--- config.mk ---
export PLATFORM = sky130hd
export DESIGN_NAME = waveform_lut_dds_mc
export DESIGN_NICKNAME = d
export VERILOG_FILES = /design/src/rtl/waveform_lut_dds_pkg.sv /design/src/rtl/waveform_lut_dds_mc_ram.sv /design/src/rtl/waveform_lut_dds_mc.sv
export SDC_FILE = /design/constraint.sdc
export NUM_CORES = 2
export LEC_CHECK = 0
export CAP_MARGIN = 25
export CORE_AREA = 2 2 535 537
export CTS_CLUSTER_SIZE = 12
export DETAILED_ROUTE_END_ITERATION = 10
export DIE_AREA = 0 0 537 539
export GPL_TIMING_DRIVEN = 1
export MAX_ROUTING_LAYER = met4
export SKIP_CTS_REPAIR_TIMING = 1
export SLEW_MARGIN = 5
export SYNTH_ARGS = -nofsm -noshare
export SYNTH_HDL_FRONTEND = slang
export SYNTH_HIERARCHICAL = 1
export SYNTH_SLANG_ARGS = --single-unit
--- constraint.sdc ---
create_clock -name CLK_SYS -period 4.6 [get_ports CLK_SYS]
set_clock_uncertainty 0.15 [all_clocks]
set_input_delay 0.69 -clock CLK_SYS [delete_from_list [all_inputs] [get_ports CLK_SYS]]
set_output_delay 0.69 -clock CLK_SYS [all_outputs]
set_load 0.1 [all_outputs]
--- src/rtl/waveform_lut_dds_pkg.sv ---
// ---------------------------------------------------------------------------
// waveform_lut_dds_pkg
//   Shared types and width helpers for the multi-channel waveform DDS.
//   - dds_state_t : sequencer states (IDLE, RUN, LAST, PUBLISH)
//   - addr_width  : waveform RAM address width for a given depth
//   - phase_width : full accumulator width (address bits + fractional bits)
//   - idx_width   : channel index counter width (at least one bit)
// ---------------------------------------------------------------------------
package waveform_lut_dds_pkg;

    typedef enum logic [1:0] {
        IDLE    = 2'd0,
        RUN     = 2'd1,
        LAST    = 2'd2,
        PUBLISH = 2'd3
    } dds_state_t;

    function automatic int addr_width(input int depth);
        return $clog2(depth);
    endfunction

    function automatic int phase_width(input int depth, input int frac_bits);
        return addr_width(depth) + frac_bits;
    endfunction

    function automatic int idx_width(input int num_ch);
        return (num_ch > 1) ? $clog2(num_ch) : 1;
    endfunction

endpackage

--- src/rtl/waveform_lut_dds_mc_ram.sv ---
// ---------------------------------------------------------------------------
// waveform_ram_1r1w
//   Single-clock RAM, one write port and one registered read port. A read
//   and a write to the same address in the same cycle return the old word,
//   which is the natural block-RAM behaviour.
//   Ports:
//     CLK_SYS  : clock
//     WR_EN    : write strobe
//     WR_ADDR  : write address
//     WR_DATA  : write data
//     RD_ADDR  : read address (data returned on the following cycle)
//     RD_DATA  : registered read data
//   Contents are not reset.
// ---------------------------------------------------------------------------
module waveform_ram_1r1w #(
    parameter int  DATA_W = 12,
    parameter int  DEPTH  = 256,
    localparam int AW     = $clog2(DEPTH)
) (
    input  logic                     CLK_SYS,
    input  logic                     WR_EN,
    input  logic [AW-1:0]            WR_ADDR,
    input  logic signed [DATA_W-1:0] WR_DATA,
    input  logic [AW-1:0]            RD_ADDR,
    output logic signed [DATA_W-1:0] RD_DATA
);

    logic signed [DATA_W-1:0] mem [DEPTH];

    always_ff @(posedge CLK_SYS) begin
        if (WR_EN) begin
            mem[WR_ADDR] <= WR_DATA;
        end
        RD_DATA <= mem[RD_ADDR];
    end

endmodule

--- src/rtl/waveform_lut_dds_mc.sv ---
// ---------------------------------------------------------------------------
// waveform_lut_dds_mc
//   Multi-channel phase-accumulator waveform generator. One shared waveform
//   RAM is time-multiplexed over NUM_CH channels: each sample trigger walks
//   the channels one per cycle, advances each accumulator, reads the RAM at
//   the integer part of the phase and publishes the whole sample vector at
//   once.
//   Ports:
//     CLK_SYS, nRST : clock, asynchronous active-low reset
//     SMP_TRGG      : one-cycle sample trigger
//     CH_EN         : per-channel enable (low also rearms one-shot)
//     CH_ONESHOT    : per-channel one-shot (1) / continuous (0)
//     CH_STEP       : per-channel phase increment, PHASE_W bits each
//     WR_EN/ADDR/DATA : waveform RAM write port
//     CLR_OVR       : clears OVERRUN
//     LUT_VALUE     : published sample vector, BIT_WIDTH bits per channel
//     VALID         : one-cycle pulse when LUT_VALUE/LUT_END update
//     LUT_END       : per-channel wrap flag for the published sample
//     BUSY          : sequencer not idle
//     OVERRUN       : sticky, a trigger arrived while busy
// ---------------------------------------------------------------------------
module waveform_lut_dds_mc
    import waveform_lut_dds_pkg::*;
#(
    parameter int  NUM_CH     = 4,
    parameter int  BIT_WIDTH  = 12,
    parameter int  LUT_DEPTH  = 256,
    parameter int  FRAC_WIDTH = 8,
    localparam int ADDR_W     = addr_width(LUT_DEPTH),
    localparam int PHASE_W    = phase_width(LUT_DEPTH, FRAC_WIDTH)
) (
    input  logic                          CLK_SYS,
    input  logic                          nRST,
    input  logic                          SMP_TRGG,
    input  logic [NUM_CH-1:0]             CH_EN,
    input  logic [NUM_CH-1:0]             CH_ONESHOT,
    input  logic [NUM_CH*PHASE_W-1:0]     CH_STEP,
    input  logic                          WR_EN,
    input  logic [ADDR_W-1:0]             WR_ADDR,
    input  logic [BIT_WIDTH-1:0]          WR_DATA,
    input  logic                          CLR_OVR,
    output logic [NUM_CH*BIT_WIDTH-1:0]   LUT_VALUE,
    output logic                          VALID,
    output logic [NUM_CH-1:0]             LUT_END,
    output logic                          BUSY,
    output logic                          OVERRUN
);

    localparam int CH_W = idx_width(NUM_CH);

    dds_state_t state;

    logic [CH_W-1:0]              ch_idx_p0;
    logic                         run_p0;
    logic [PHASE_W-1:0]           phase_cur_p0;
    logic [PHASE_W-1:0]           step_p0;
    logic [PHASE_W:0]             sum_p0;
    logic [ADDR_W-1:0]            rd_addr_p0;

    logic                         vld_p1;
    logic [CH_W-1:0]              ch_idx_p1;
    logic                         zero_p1;
    logic signed [BIT_WIDTH-1:0]  rd_data_p1;

    logic [PHASE_W-1:0]           phase [NUM_CH];
    logic [NUM_CH-1:0]            done;
    logic signed [BIT_WIDTH-1:0]  shadow_val [NUM_CH];
    logic signed [BIT_WIDTH-1:0]  shadow_nxt [NUM_CH];
    logic [NUM_CH-1:0]            shadow_end;

    // ---- stage p0: channel slot, accumulator update, RAM address ----------
    always_comb begin
        run_p0       = (state == RUN);
        phase_cur_p0 = phase[ch_idx_p0];
        step_p0      = CH_STEP[int'(ch_idx_p0)*PHASE_W +: PHASE_W];
        sum_p0       = {1'b0, phase_cur_p0} + {1'b0, step_p0};
        rd_addr_p0   = phase_cur_p0[PHASE_W-1:FRAC_WIDTH];
    end

    waveform_ram_1r1w #(
        .DATA_W (BIT_WIDTH),
        .DEPTH  (LUT_DEPTH)
    ) u_ram (
        .CLK_SYS (CLK_SYS),
        .WR_EN   (WR_EN),
        .WR_ADDR (WR_ADDR),
        .WR_DATA (WR_DATA),
        .RD_ADDR (rd_addr_p0),
        .RD_DATA (rd_data_p1)
    );

    // ---- stage p1: RAM data returns, captured into the channel's shadow ----
    // The last channel's word arrives during LAST, the same cycle the output
    // vector is loaded, so the output load takes the shadow vector with this
    // capture already applied.
    always_comb begin
        for (int k = 0; k < NUM_CH; k++) begin
            shadow_nxt[k] = shadow_val[k];
            if (vld_p1 && (ch_idx_p1 == CH_W'(k))) begin
                shadow_nxt[k] = zero_p1 ? '0 : rd_data_p1;
            end
        end
    end

    always_ff @(posedge CLK_SYS or negedge nRST) begin
        if (!nRST) begin
            for (int k = 0; k < NUM_CH; k++) begin
                phase[k]      <= '0;
                shadow_val[k] <= '0;
            end
            done       <= '0;
            shadow_end <= '0;
            vld_p1     <= 1'b0;
            ch_idx_p1  <= '0;
            zero_p1    <= 1'b0;
        end else begin
            vld_p1    <= run_p0;
            ch_idx_p1 <= ch_idx_p0;
            for (int k = 0; k < NUM_CH; k++) begin
                shadow_val[k] <= shadow_nxt[k];
            end
            if (run_p0) begin
                if (!CH_EN[ch_idx_p0]) begin
                    // Disabled: park the channel and rearm one-shot.
                    phase[ch_idx_p0]      <= '0;
                    done[ch_idx_p0]       <= 1'b0;
                    shadow_end[ch_idx_p0] <= 1'b0;
                    zero_p1               <= 1'b1;
                end else if (done[ch_idx_p0]) begin
                    phase[ch_idx_p0]      <= '0;
                    shadow_end[ch_idx_p0] <= 1'b0;
                    zero_p1               <= 1'b1;
                end else begin
                    shadow_end[ch_idx_p0] <= sum_p0[PHASE_W];
                    zero_p1               <= 1'b0;
                    if (CH_ONESHOT[ch_idx_p0] && sum_p0[PHASE_W]) begin
                        // Wrap sample is still published; silence from next pass.
                        done[ch_idx_p0]  <= 1'b1;
                        phase[ch_idx_p0] <= '0;
                    end else begin
                        phase[ch_idx_p0] <= sum_p0[PHASE_W-1:0];
                    end
                end
            end
        end
    end

    // ---- sequencer and registered outputs ----------------------------------
    // The output vector is loaded on the LAST->PUBLISH edge so that VALID and
    // the new LUT_VALUE are both visible throughout the PUBLISH cycle.
    always_ff @(posedge CLK_SYS or negedge nRST) begin
        if (!nRST) begin
            state     <= IDLE;
            ch_idx_p0 <= '0;
            BUSY      <= 1'b0;
            VALID     <= 1'b0;
            OVERRUN   <= 1'b0;
            LUT_VALUE <= '0;
            LUT_END   <= '0;
        end else begin
            VALID <= 1'b0;
            if (SMP_TRGG && BUSY) begin
                OVERRUN <= 1'b1;
            end else if (CLR_OVR) begin
                OVERRUN <= 1'b0;
            end
            case (state)
                IDLE: begin
                    if (SMP_TRGG) begin
                        state     <= RUN;
                        ch_idx_p0 <= '0;
                        BUSY      <= 1'b1;
                    end
                end
                RUN: begin
                    if (ch_idx_p0 == CH_W'(NUM_CH - 1)) begin
                        state <= LAST;
                    end else begin
                        ch_idx_p0 <= ch_idx_p0 + CH_W'(1);
                    end
                end
                LAST: begin
                    state <= PUBLISH;
                    VALID <= 1'b1;
                    for (int k = 0; k < NUM_CH; k++) begin
                        LUT_VALUE[k*BIT_WIDTH +: BIT_WIDTH] <= shadow_nxt[k];
                    end
                    LUT_END <= shadow_end;
                end
                PUBLISH: begin
                    state <= IDLE;
                    BUSY  <= 1'b0;
                end
                default: begin
                    state <= IDLE;
                    BUSY  <= 1'b0;
                end
            endcase
        end
    end

endmodule

==> summary.md <==
| Metric | Value |
|---|---|
| Status | finished, final reports clean |
| Yosys warnings | 6 |
| Die area | 0.289 mm2 |
| TritonCTS clock tree | done |
| Final count of hold timing violations | 0 |
| Post-Syn Nets | 6334 |
| Skew-Pair Late Insertion Delay | 0.90 ns |
| Antenna viol nets, final | 0 |
| Num rows | 196 |
| Num ports | 152 |
| Post-synth EDFFs | 3072 |
| TritonCTS buffer count | 338 |
| Core area | about 0.28 mm2 |
| Pleak | ~47 nW |
| Synth Area in Simple Gates | 2.60% |
| Routed WL per cell | around 31 um |
| CP required | about 5.2 ns |
| Max Cap Viol | 0 |
| Port bufs | 151 |
| Critical-path top delay cell | a221oi_1 |
| Cell type with the largest total area after synthesis | edfxtp_1 |
| Layout cell share with drive strength beyond 1 | 26.2% |
| Sequential share of the synthesized area | 76.2% |
| Worst setup EP type | flip-flop |
| Initial core utilization | 44.8% |
| Power Total | 0.0982 W |
| Initial antenna violation count | 12 |
| Max stage delay on crit path | 0.84 ns |
| CP top delay family | compound AO/OA/AOI/OAI gates |
| Unrepaired setup endpoints after global routing | false |
| DR pass1 iterations | 6 |
| Post-synth top area share | 72.4% |
| Grt total ovfl | 0 |
| Yosys cell types | 81 |
| Cell Area, Placed | approximately 0.14 mm2 |
| Internal Power | roughly 0.063 W |
| Switching component of the power | 0.0352 W |
| Combinational family with the most area after synthesis | multiplexers |
| CP bufs+invs | 5 |
| Synth Register Bits | 3267 |
| Via count of the first global-routing pass | 65.8k |
| Detailed placement HPWL | 217 mm |
| Synth Area in Compound Gates | 4.23% |
| Global-route wire length before repair | about 490 mm |
| VDD IR max | 561 uV |
| Post-synth top flop | edfxtp_1 |
| Most common cell on crit path | buf_4 |
| Clock transition at path regs | 0.06 ns |
| DR DRC count | 0 |
| NumNets Final | 7070 |
| Setup CP Type | reg2reg |
| GRT Util Overall | about 24% |
| Total length of routed wires | 342 mm |
| Tcrit/Tclk final | 99.8% |
| Crit Path Max Fanout | 25 |
| Slew @ Worst Pin | 1.22 ns |
| Switching Share | between 30% and 40% |
| Mapped Area | 0.127 mm2 |
| Setup-failing EPs final | 0 |
| Finished Cell Area | 0.147 mm2 |
| DRT iter0 DRCs | 8727 |
| Area share of fa/ha/maj cells after synthesis | 0.252% |
| Share of flip-flops with an asynchronous set or reset | around 5.6% |
| Die height | 539 um |
| Min Tclk post-route | approximately 4.6 ns |
| Mapped Cells | 6212 |
| Mux cell area share after synthesis | 14.8% |
| Hold Crit Class | in2reg |
| Comb power frac | 40.5% |
| WP data arrival | around 5.2 ns |
| Vias | 66.4k |
| Rel. slew slack | 18.3% |
| Slew Viols, Final | 0 |
| Pwr Density | 670 mW/mm2 |
| Part of the power in registers | 34.4% |
| GPL Wtd Cong | 0.891 |
| Largest net degree at the start of global routing | 130 |
| Clock sinks | 3267 |
| CTS H-tree lvls | 5 |
| Clock power share | 25.1% |
| Synth Area in XOR/XNOR | 0.0275% |
| Startpoint Class | flip-flop |
| Top post-synthesis cells by area | edfxtp_1 72%, mux4_2 12%, dfrtp_1 3.6% |
| Layout area overhead | 15.1% |
| Routed vias/inst | 6.08 |
| F_max | 0.218 GHz |
| Cell Chain, Critical Path | buf_4 > mux4_4 > buf_12 > and2_2 > buf_12 > buf_4 > a221oi_1 > o21ai_0 > nor3_2 > buf_4 > nor4_2 |
| Die width | 537 um |
| Syn Area/Cell | 20.5 um2 |
| CTS max path bufs | 4 |
| Clk root buf | clkbuf_16 |
synth_stat cells, types with 35 or more instances:
| master | count |
|---|---|
| a21oi_1 | 138 |
| a22oi_1 | 215 |
| buf_2 | 75 |
| buf_4 | 35 |
| buf_6 | 35 |
| clkbuf_1 | 180 |
| dfrtp_1 | 183 |
| edfxtp_1 | 3072 |
| mux2_2 | 120 |
| mux2i_1 | 226 |
| mux4_2 | 671 |
| nand2_1 | 129 |
| nand3_1 | 37 |
| nor2_1 | 326 |
| nor2b_1 | 41 |
| nor3_1 | 43 |
| nor4_1 | 35 |
| o21ai_0 | 96 |
| o221ai_1 | 53 |
| o22ai_1 | 88 |
state kept, by name, summed over array words and instances, names as in the netlist, named ones only:
signal and count:
u_ram/RD_DATA 12, shadow_val 48, VALID 1, zero_p1 1, state 2, vld_p1 1, u_ram/mem 3072, ch_idx_p1 2
BUSY 1, shadow_end 4, LUT_END 4, LUT_VALUE 48, OVERRUN 1, phase 64, ch_idx_p0 2
final cells by class:
| cell class | count | area (um2) |
|---|---|---|
| sequential | 3267 | 97100 |
| timing repair buffer | 771 | 6940 |
| antenna | 5 | 12.5 |
| clock inverter | 97 | 637 |
| fill | 22275 | 137000 |
| multi-input combinational | 2546 | 28000 |
| inverter | 24 | 90.1 |
| tap | 3762 | 4710 |
| clock buffer | 449 | 9040 |
stage by stage:
step / setup TNS (ns) / setup slack (ns) / std cells / hold WS (ns) / util, %
after floorplan: 0 / 0.793 / 6212 / 0.244 / -
after global placement: -1.22 / -0.611 / 10359 / 0.305 / 48.1
after detailed placement: -0.0748 / -0.0418 / 10366 / 0.316 / 48.1
after CTS: -0.239 / -0.0970 / 10912 / -0.231 / 51.5
after global routing: 0 / 0.0309 / 10918 / 0.0196 / 51.6
final: 0 / 0.00948 / 10921 / 0.0477 / 51.6
layer usage:
layer | vias to the layer above | wire (um) | track usage [%]
li1 | 27293 | - | -
met1 | 35412 | 141000 | 33.8
met2 | 3153 | 161000 | 36.8
met3 | 492 | 29900 | 4.05
met4 | 0 | 9840 | 6.66
met5 | - | 0 | -
placed cells by master (no fill, tap or decap), types with 37 or more instances in the layout:
cell / count
mux2i_1: 226
o21ai_0: 96
nand3_1: 37
buf_12: 50
o22ai_1: 88
clkinv_1: 52
edfxtp_1: 3072
nor3_1: 38
a21oi_1: 136
buf_4: 564
nand2_1: 128
nor2_1: 324
clkbuf_16: 344
mux4_2: 667
dfrtp_1: 181
o221ai_1: 53
clkbuf_1: 101
mux2_2: 120
a22oi_1: 215
nor2b_1: 37
clkdlybuf4s50_1: 138
power by group through the flow:
stage	Clock [W]	Sequential, W	Combinational (W)
2_1_floorplan	0	0.0354	0.0236
3_3_place_gp	0	0.0344	0.0393
3_5_place_dp	0	0.0344	0.0395
4_1_cts	0.0251	0.0338	0.0396
5_1_grt	0.0263	0.0338	0.0415
6_report	0.0247	0.0338	0.0398
path summary, 6_finish.rpt:
check                           slack (ns)    startpoint  cells past startpoint          endpoint
worst max-delay path                 0.009  ch_idx_p0[0]                     11  u_ram/RD_DATA[7]
worst min-delay path                  0.05    WR_DATA[4]                      1  u_ram/mem[18][4]
worst max register to register       0.009  ch_idx_p0[0]                     11  u_ram/RD_DATA[7]
worst min register to register        0.32      phase[2]                      2          phase[2]
max in group asynchronous             3.51          nRST                      3         phase[17]
min in group asynchronous             0.07          nRST                      2           OVERRUN
cell families after synthesis:
family,count (synthesis)
DFF,3267
muxes,1024
AOI/OAI and AO/OA,783
and+or+nand+nor,710
buffers and inverters,399
adders and majority gates,25
xor gates and xnor gates,4
No activity file was read; power rests on OpenSTA's default activity.
